$ cat src/rtl/multi_cycle_mips.sv
// Multi-cycle MIPS core: FETCH/DECODE/EXEC/MEM/WB sequencing with a mem_ready wait-state handshake.
// Optional performance counters (cycle_cnt, instr_cnt) are enabled by defining MIPS_PERF_CNT_EN.
module multi_cycle_mips #(
  parameter int          DMEM_AW  = 7,
  parameter logic [31:0] RESET_PC = 32'h0000_0000
) (
  input  logic               clk,
  input  logic               rst_n,
  output logic [31:0]        IR_addr,
  input  logic [31:0]        IR,
  input  logic [31:0]        ReadDataMem,
  input  logic               mem_ready,
  output logic               CEN,
  output logic               WEN,
  output logic               OEN,
  output logic [DMEM_AW-1:0] A,
  output logic [31:0]        Data2Mem
`ifdef MIPS_PERF_CNT_EN
  ,
  output logic [31:0]        cycle_cnt,
  output logic [31:0]        instr_cnt
`endif
);

  typedef enum logic [2:0] {S_FETCH, S_DECODE, S_EXEC, S_MEM, S_WB} state_t;

  state_t      state_reg, state_next;
  logic [31:0] pc_reg, ir_reg, a_reg, b_reg, alu_out_reg, mdr_reg;
  logic [31:0] gpr [32];

  logic [5:0]  opcode, funct;
  logic [4:0]  rs, rt, rd, shamt;
  logic [31:0] imm_sext;
  logic        is_rtype_alu, is_jr, is_lw, is_sw, is_beq, is_bne, is_j, is_jal, is_valid;
  logic        branch_taken;
  logic [31:0] add_a, add_b, add_sum, alu_result;
  logic        rf_we;
  logic [4:0]  rf_waddr;
  logic [31:0] rf_wdata;

  assign opcode   = ir_reg[31:26];
  assign rs       = ir_reg[25:21];
  assign rt       = ir_reg[20:16];
  assign rd       = ir_reg[15:11];
  assign shamt    = ir_reg[10:6];
  assign funct    = ir_reg[5:0];
  assign imm_sext = {{16{ir_reg[15]}}, ir_reg[15:0]};

  always_comb begin
    is_rtype_alu = 1'b0;
    if (opcode == 6'h00) begin
      case (funct)
        6'h20, 6'h22, 6'h24, 6'h25, 6'h2a, 6'h00, 6'h02: is_rtype_alu = 1'b1;
        default:                                          is_rtype_alu = 1'b0;
      endcase
    end
  end

  assign is_jr    = (opcode == 6'h00) && (funct == 6'h08);
  assign is_j     = (opcode == 6'h02);
  assign is_jal   = (opcode == 6'h03);
  assign is_beq   = (opcode == 6'h04);
  assign is_bne   = (opcode == 6'h05);
  assign is_lw    = (opcode == 6'h23);
  assign is_sw    = (opcode == 6'h2b);
  assign is_valid = is_rtype_alu | is_jr | is_j | is_jal | is_beq | is_bne | is_lw | is_sw;
  assign branch_taken = (is_beq && (a_reg == b_reg)) || (is_bne && (a_reg != b_reg));

  // One adder serves PC+4, the branch target and the effective address.
  always_comb begin
    add_a = pc_reg;
    add_b = 32'd4;
    case (state_reg)
      S_DECODE: add_b = {imm_sext[29:0], 2'b00};
      S_EXEC: begin
        add_a = a_reg;
        add_b = (is_lw || is_sw) ? imm_sext : b_reg;
      end
      default: ;
    endcase
  end
  assign add_sum = add_a + add_b;

  always_comb begin
    alu_result = '0;
    case (funct)
      6'h20:   alu_result = add_sum;
      6'h22:   alu_result = a_reg - b_reg;
      6'h24:   alu_result = a_reg & b_reg;
      6'h25:   alu_result = a_reg | b_reg;
      6'h2a:   alu_result = {31'b0, $signed(a_reg) < $signed(b_reg)};
      6'h00:   alu_result = b_reg << shamt;
      6'h02:   alu_result = b_reg >> shamt;
      default: alu_result = '0;
    endcase
  end

  always_comb begin
    state_next = state_reg;
    case (state_reg)
      S_FETCH:  state_next = S_DECODE;
      S_DECODE: state_next = (is_j || is_jal || !is_valid) ? S_FETCH : S_EXEC;
      S_EXEC: begin
        if (is_rtype_alu)       state_next = S_WB;
        else if (is_lw || is_sw) state_next = S_MEM;
        else                     state_next = S_FETCH;
      end
      S_MEM: begin
        if (mem_ready) state_next = is_lw ? S_WB : S_FETCH;
      end
      S_WB:     state_next = S_FETCH;
      default:  state_next = S_FETCH;
    endcase
  end

  always_ff @(posedge clk or negedge rst_n) begin
    if (!rst_n) state_reg <= S_FETCH;
    else        state_reg <= state_next;
  end

  always_ff @(posedge clk or negedge rst_n) begin
    if (!rst_n) begin
      pc_reg      <= RESET_PC;
      ir_reg      <= '0;
      a_reg       <= '0;
      b_reg       <= '0;
      alu_out_reg <= '0;
      mdr_reg     <= '0;
    end else begin
      case (state_reg)
        S_FETCH: begin
          ir_reg <= IR;
          pc_reg <= add_sum;
        end
        S_DECODE: begin
          a_reg       <= gpr[rs];
          b_reg       <= gpr[rt];
          alu_out_reg <= add_sum;
          if (is_j || is_jal) pc_reg <= {pc_reg[31:28], ir_reg[25:0], 2'b00};
        end
        S_EXEC: begin
          if (is_rtype_alu)        alu_out_reg <= alu_result;
          if (is_lw || is_sw)      alu_out_reg <= add_sum;
          if (is_jr)               pc_reg      <= a_reg;
          else if (branch_taken)   pc_reg      <= alu_out_reg;
        end
        S_MEM: begin
          if (mem_ready && is_lw) mdr_reg <= ReadDataMem;
        end
        default: ;
      endcase
    end
  end

  // jal links in DECODE; WB covers both R-type and lw results.
  always_comb begin
    rf_we    = 1'b0;
    rf_waddr = '0;
    rf_wdata = '0;
    if (state_reg == S_DECODE && is_jal) begin
      rf_we    = 1'b1;
      rf_waddr = 5'd31;
      rf_wdata = pc_reg;
    end else if (state_reg == S_WB) begin
      rf_we    = 1'b1;
      rf_waddr = is_lw ? rt : rd;
      rf_wdata = is_lw ? mdr_reg : alu_out_reg;
    end
  end

  always_ff @(posedge clk or negedge rst_n) begin
    if (!rst_n) begin
      for (int i = 0; i < 32; i++) gpr[i] <= '0;
    end else if (rf_we && rf_waddr != 5'd0) begin
      gpr[rf_waddr] <= rf_wdata;
    end
  end

  assign IR_addr  = pc_reg;
  assign CEN      = !(state_reg == S_MEM);
  assign OEN      = !(state_reg == S_MEM && is_lw);
  assign WEN      = !(state_reg == S_MEM && is_sw);
  assign A        = alu_out_reg[DMEM_AW+1:2];
  assign Data2Mem = b_reg;

`ifdef MIPS_PERF_CNT_EN
  always_ff @(posedge clk or negedge rst_n) begin
    if (!rst_n) begin
      cycle_cnt <= '0;
      instr_cnt <= '0;
    end else begin
      cycle_cnt <= cycle_cnt + 32'd1;
      if (state_next == S_FETCH) instr_cnt <= instr_cnt + 32'd1;
    end
  end
`endif

endmodule

$ cat config.mk
export PLATFORM = sky130hd
export DESIGN_NAME = multi_cycle_mips
export DESIGN_NICKNAME = d
export VERILOG_FILES = /design/src/rtl/multi_cycle_mips.sv
export SDC_FILE = /design/constraint.sdc
export NUM_CORES = 2
export LEC_CHECK = 0
export BUFFER_PORTS_ARGS = -buffer_cell sky130_fd_sc_hd__buf_4
export CORE_UTILIZATION = 55
export CTS_BUF_LIST = sky130_fd_sc_hd__clkbuf_2 sky130_fd_sc_hd__clkbuf_4 sky130_fd_sc_hd__clkbuf_8
export DETAILED_ROUTE_END_ITERATION = 8
export PLACE_DENSITY = 0.74
export SKIP_LAST_GASP = 1
export SLEW_MARGIN = 20
export SYNTH_ARGS = -nofsm -noshare
export SYNTH_HDL_FRONTEND = slang
export SYNTH_SLANG_ARGS = --single-unit
$ cat constraint.sdc
create_clock -name clk -period 3.75 [get_ports clk]
set_input_delay 0.375 -clock clk [delete_from_list [all_inputs] [get_ports clk]]
set_output_delay 0.375 -clock clk [all_outputs]
set_load 0.01 [all_outputs]
Word-level counts from Yosys, hierarchy flattened

Index checks and enable logic that the tools add are counted.

Bits in registers: 1219
Latch bits: 0
Bits in writable memories: 0
Memory bits (read-only): 0
Bits of input ports: 67
Output and inout port bits: 74
Word-level logic and storage cells: 150
Memories kept: 0

Add/sub/neg operators: 2
$mul: 0
Div/mod/pow operators: 0
$lt $le $gt $ge: 5
Equal/unequal tests: 23
Shift-type cells: 2
Mux-type cells: 36
Bitwise gates (word level): 13
Reduce and logical (&&, ||, !) cells: 29

Operators by type and width:

| operator           | number |
|---|---|
| $bwmux 1024        | 1 |
| $mux 32            | 14 |
| $bmux 32 s5        | 2 |
| $pmux 32 s7        | 1 |
| $demux 32 s5       | 1 |
| $pmux 32 s2        | 2 |
| $pmux 32 s3        | 1 |
| $eq 6x6->1 const B | 7 |
| $add 32x32->32     | 1 |
| $and 32x32->32     | 1 |
| $eq 32x32->1       | 1 |
| $lt 32x32->1       | 1 |
| $ne 32x32->1       | 1 |
| $or 32x32->32      | 1 |
| $shl 32x5->32      | 1 |
| $shr 32x5->32      | 1 |
| $sub 32x32->32     | 1 |
| $mux 28            | 1 |
| $eq 6x2->1 const B | 3 |
| $ge 6x6->1 const B | 3 |
| $not 5->6          | 3 |
| $mux 5             | 3 |
| $eq 6x3->1 const B | 2 |
| $logic_not 6->1    | 2 |
| other kinds (23)   | 55 |

Longest topological paths before layout

Depth in word-level cells: 15
Gate-level depth with buffers: 18
Gate-level depth less buffers: 15

Worst setup path after synthesis

Ideal clock, no wire load.

Path type: flip-flop to flip-flop
Start point: register state_reg[2]
End point: register alu_out_reg[26]
Library setup time: 0.133 ns
Data arrival time: 3.904 ns
Required time: 3.617 ns
Slack: -0.287 ns
Stages on the path, launching flop included: 19
Path buffers: 4
Clock period less this slack: 4.037 ns
Cells stage by stage: dfrtp_1 -> buf_2 -> or3b_1 -> buf_2 -> clkbuf_1 -> clkbuf_1 -> nand2_1 -> o21ai_0 -> ha_1 -> fa_1 -> a21oi_1 -> nand4b_1 -> nand2_1 -> a2111oi_2 -> nor2_1 -> a21bo_2 -> xor2_1 -> a2111oi_0 -> nor2_1

Longest elaborated chain between the ends: 7
Elaborated cells on any way between the ends: 12
Those cells by class: 1 x add/sub; 3 x eq/ne; 6 x mux; 2 x reduce/logical

RTL lines:

| what                                     | line    | source |
|---|---|---|
| start: declaration                       | 27      | `state_t state_reg, state_next;` |
| start signal: assignment                 | 118     | `else state_reg <= state_next;` |
| $eq 3x2->1 or $eq 3x1->1 (tied branches) | 73, 130 |  |
| $pmux 32 s2 or $mux 32 (tied branches)   | 73      | `case (state_reg)` |
| $add 32x32->32                           | 82      | `assign add_sum = add_a + add_b;` |
| $pmux 32 s7                              | 86      | `case (funct)` |
| $mux 32                                  | 142     | `if (is_rtype_alu) alu_out_reg <= alu_result;` |
| $mux 32                                  | 143     | `if (is_lw \|\| is_sw) alu_out_reg <= add_sum;` |
| $pmux 32 s2                              | 130     | `case (state_reg)` |
| end signal: assignment                   | 138     | `alu_out_reg <= add_sum;` |
| end signal: assignment                   | 142     |  |
| end signal: assignment                   | 143     |  |
| end: declaration                         | 28      | `logic [31:0] pc_reg, ir_reg, a_reg, b_reg, alu_out_reg, mdr_reg;` |

Several ways; a longest one is shown, not always the timed one. The select of a mux whose other input is x is not followed.
A chain may end at the register's enable or synchronous reset.

Worst setup path after layout

Start point: register state_reg[2]
End point: register alu_out_reg[30]

Same word-level chain as after synthesis.

==> metrics.txt <==
Cell Pwr Density between 500 and 600 mW/mm^2; GP Congestion slightly above 1; initial core utilization 55.5%; most used cell, CP buf_12; CTS H-tree lvls 4; Synth Cell Area 0.0696 sq mm; DR iter-0 viols approximately 7500; # rows 130; via count slightly below 60000; Worst-Margin Slew ~1.2 ns; status complete, but fails checks; wire per inst ~31 microns; overall fraction of global-route tracks in use a little over two fifths; post-route cell area between 0.08 and 0.09 sq mm; Post-DP Area 0.0769 sq mm; Biggest register gpr; Peak Freq between 0.2 and 0.25 GHz; #FFs+latches synth 1219; power consumption slightly below 50 mW; P_leak roughly 36 nW; Syn Inst Count 6475; Slew Viols, Final 0; post-layout minimum cycle time approximately 4 ns; core region area about 0.13 sq mm; Post-synth EDFFs 0; Max Cap Viol 0; Largest register FFs between 1000 and 1500; area grow syn2layout 20.0%; number of I/O port buffers 140; failing checks setup timing; syn nets 6671; Worst path max stage delay roughly 0.43 ns; fin crit share 107%; final hold vios 0; worst hold slack approximately 0.16 ns; Layout Skew 0.0559 ns; Die Span Y between 300 and 400 microns; CP Cell Sequence or3b_4 > buf_12 > buf_12 > clkbuf_16 > o21ai_1 > ha_1 > a21oi_1 > o21ai_0 > buf_4 > a221o_1 > a2111oi_4 > buf_6 > nor3_4 > o41ai_4 > xnor2_2 > a221oi_2 > nor2_1; CP Buf/Inv Count 5; Congestion Overflow GR 0; Max Buffers Root-to-Sink 3; final worst slack -0.255 ns; vias in the first global route slightly below 60000; Top-Level Pins approximately 140; Layout Nets slightly above 7000; final setup fails 13; DRT Pass-1 Iters 6; worst hold path class primary input to flip-flop; initial antenna violation count 15; worst skew pair latency 0.97 ns; crit-path max FO 7; Req. time, crit path between 4 and 5 ns; Data arrival, critical path roughly 4.8 ns; dpl hpwl 183000 microns; residual DRC count 0; Filler cells approximately 9400; first-pass GRT wire length around 400000 microns; area of the multi-input gates 0.0373 sq mm; Crit. End Element flip-flop; Layout Cells excl Fill 8743; maximum vdd drop between 0.5 and 0.6 mV; Vias per Instance between 6 and 7; clock sink count about 1200; Crit path max-delay family compound AO/OA/AOI/OAI gates; Worst slew margin between 10% and 20%; Antenna Nets Post-Route 0; placed cells 8245; die area around 0.13 sq mm; ys async rst share 100%; cts bufs inserted slightly above 200; Worst R2R Setup Slack -0.26 ns; Reg area between 0.03 and 0.04 sq mm; total routed wirelength about 270000 microns; layout cells sized above 1 a little under a third; Clock Tree Root clkbuf_8; largest net degree at the start of global routing ~110; DIE WIDTH between 300 and 400 microns; dominant synthesized flop cell dfrtp_1; clk slew on worst S/H paths approximately 0.060 ns; yosys warns 0; sequential area share after synthesis 43.8%; startpoint class of the critical path flip-flop; Synth Area per Inst 10.8 sq um; RSZ-0062 raised after global routing true; slowest stage cell, crit path or3b_4; CTS tree yes; critical setup path kind flip-flop to flip-flop; Synth cell types 86
final cells by class:
type	count	share of cell area, %
clock inverters	73	0.918
inverters	104	0.467
clock buffers	300	4.63
well taps	1650	2.47
flip-flops and latches	1219	36.5
repair buffers	882	10.3
diodes	8	0.0239
multi-input cells	4507	44.6
report_power, final:
group	switching, mW	internal [mW]
Clock	5.94	7.44
Sequential	1.34	13.8
Combinational	12.0	8.84
Total	19.3	30.0
cells in the final DEF, fill, tap and decap left out, drive strengths merged, types with 115 or more instances in the layout:
cell type  Yosys  final
buf          162    802
clkbuf       483    303
mux2i        182    182
o21ai        957    957
nor2         537    537
inv          104    115
ha           127    127
dfrtp       1219   1219
mux4         685    685
nand2        993    993
a21oi        472    472
worst paths after layout:
path | end | depth (start not counted) | startpoint
max | alu_out_reg[30] | 17 | state_reg[2]
min | ir_reg[9] | 4 | IR[9]
max reg2reg | alu_out_reg[30] | 17 | state_reg[2]
min reg2reg | gpr[1003] | 0 | gpr[1003]
max in group asynchronous | ir_reg[6] | 4 | rst_n
min in group asynchronous | gpr[576] | 3 | rst_n
repair_timing:
| action | in CTS | in global routing |
|---|---|---|
| setup endpoints to repair | 47 | 34 |
| setup buffers | 13 | 26 |
| hold buffers | 76 | 1 |
| cloned | 2 | 3 |
| resized for setup | 63 | 122 |
| hold endpoints to repair | 224 | 5 |
| pin swaps | 32 | 75 |
tightest hold or removal path, cell delays in order:
cell and delay (ns):
dlygate4sd3_1 0.52, buf_4 0.10, nand2_1 0.04, o21ai_0 0.06
Yosys cell counts (all sizes together), types with 5 or more instances:
library cell,instances,area share (%)
buf,162,1.1
nor2,537,2.9
mux2i,182,2.6
nor3,40,0.32
o31ai,11,0.12
mux4,685,22
o21a,11,0.12
a21oi,472,3.4
a22oi,17,0.18
or2,7,0.063
or3,13,0.12
nand2,993,5.4
nand3,37,0.27
nor2b,16,0.14
dfrtp,1219,44
and2,7,0.063
a221o,5,0.072
ha,127,2.3
o221ai,15,0.19
nand4,13,0.12
xor2,15,0.19
clkbuf,483,2.6
a21o,13,0.14
mux2,65,1.1
o211ai,28,0.30
o311ai,5,0.074
a2111oi,8,0.12
inv,104,0.56
o22ai,9,0.081
a221oi,41,0.52
and3,13,0.12
a211oi,10,0.11
o21ai,957,6.9
o21bai,10,0.11
nand2b,15,0.15
a31oi,16,0.14
xnor2,34,0.43
nor4,17,0.17
nor3b,8,0.093
metrics by stage:
step | setup slack [ns] | setup TNS, ns | utilization (%)
after floorplan | 0.00322 | 0 | -
after global placement | -0.360 | -3.74 | 61.3
after detailed placement | -0.363 | -4.52 | 61.3
after CTS | -0.263 | -1.25 | 65.9
after global routing | -0.386 | -4.09 | 66.6
final | -0.255 | -1.27 | 66.6
layer usage:
| metal | vias up | share of wire (%) | global-route usage, % |
|---|---|---|---|
| met2 | 3833 | 45 | 65.0 |
| met4 | 14 | 6.9 | 25.8 |
| li1 | 24468 | - | - |
| met5 | - | 0.035 | 0 |
| met1 | 29273 | 36 | 56.1 |
| met3 | 1014 | 12 | 12.1 |
logic make-up after synthesis:
family                     synth area share [%]
muxes                                      25.8
and+or+nand+nor                            10.1
xor gates and xnor gates                  0.616
AOI/OAI and AO/OA                          13.0
adders and majority gates                  2.34
DFF                                        43.8
buffers and inverters                      4.23
No activity file was read; power rests on OpenSTA's default activity.
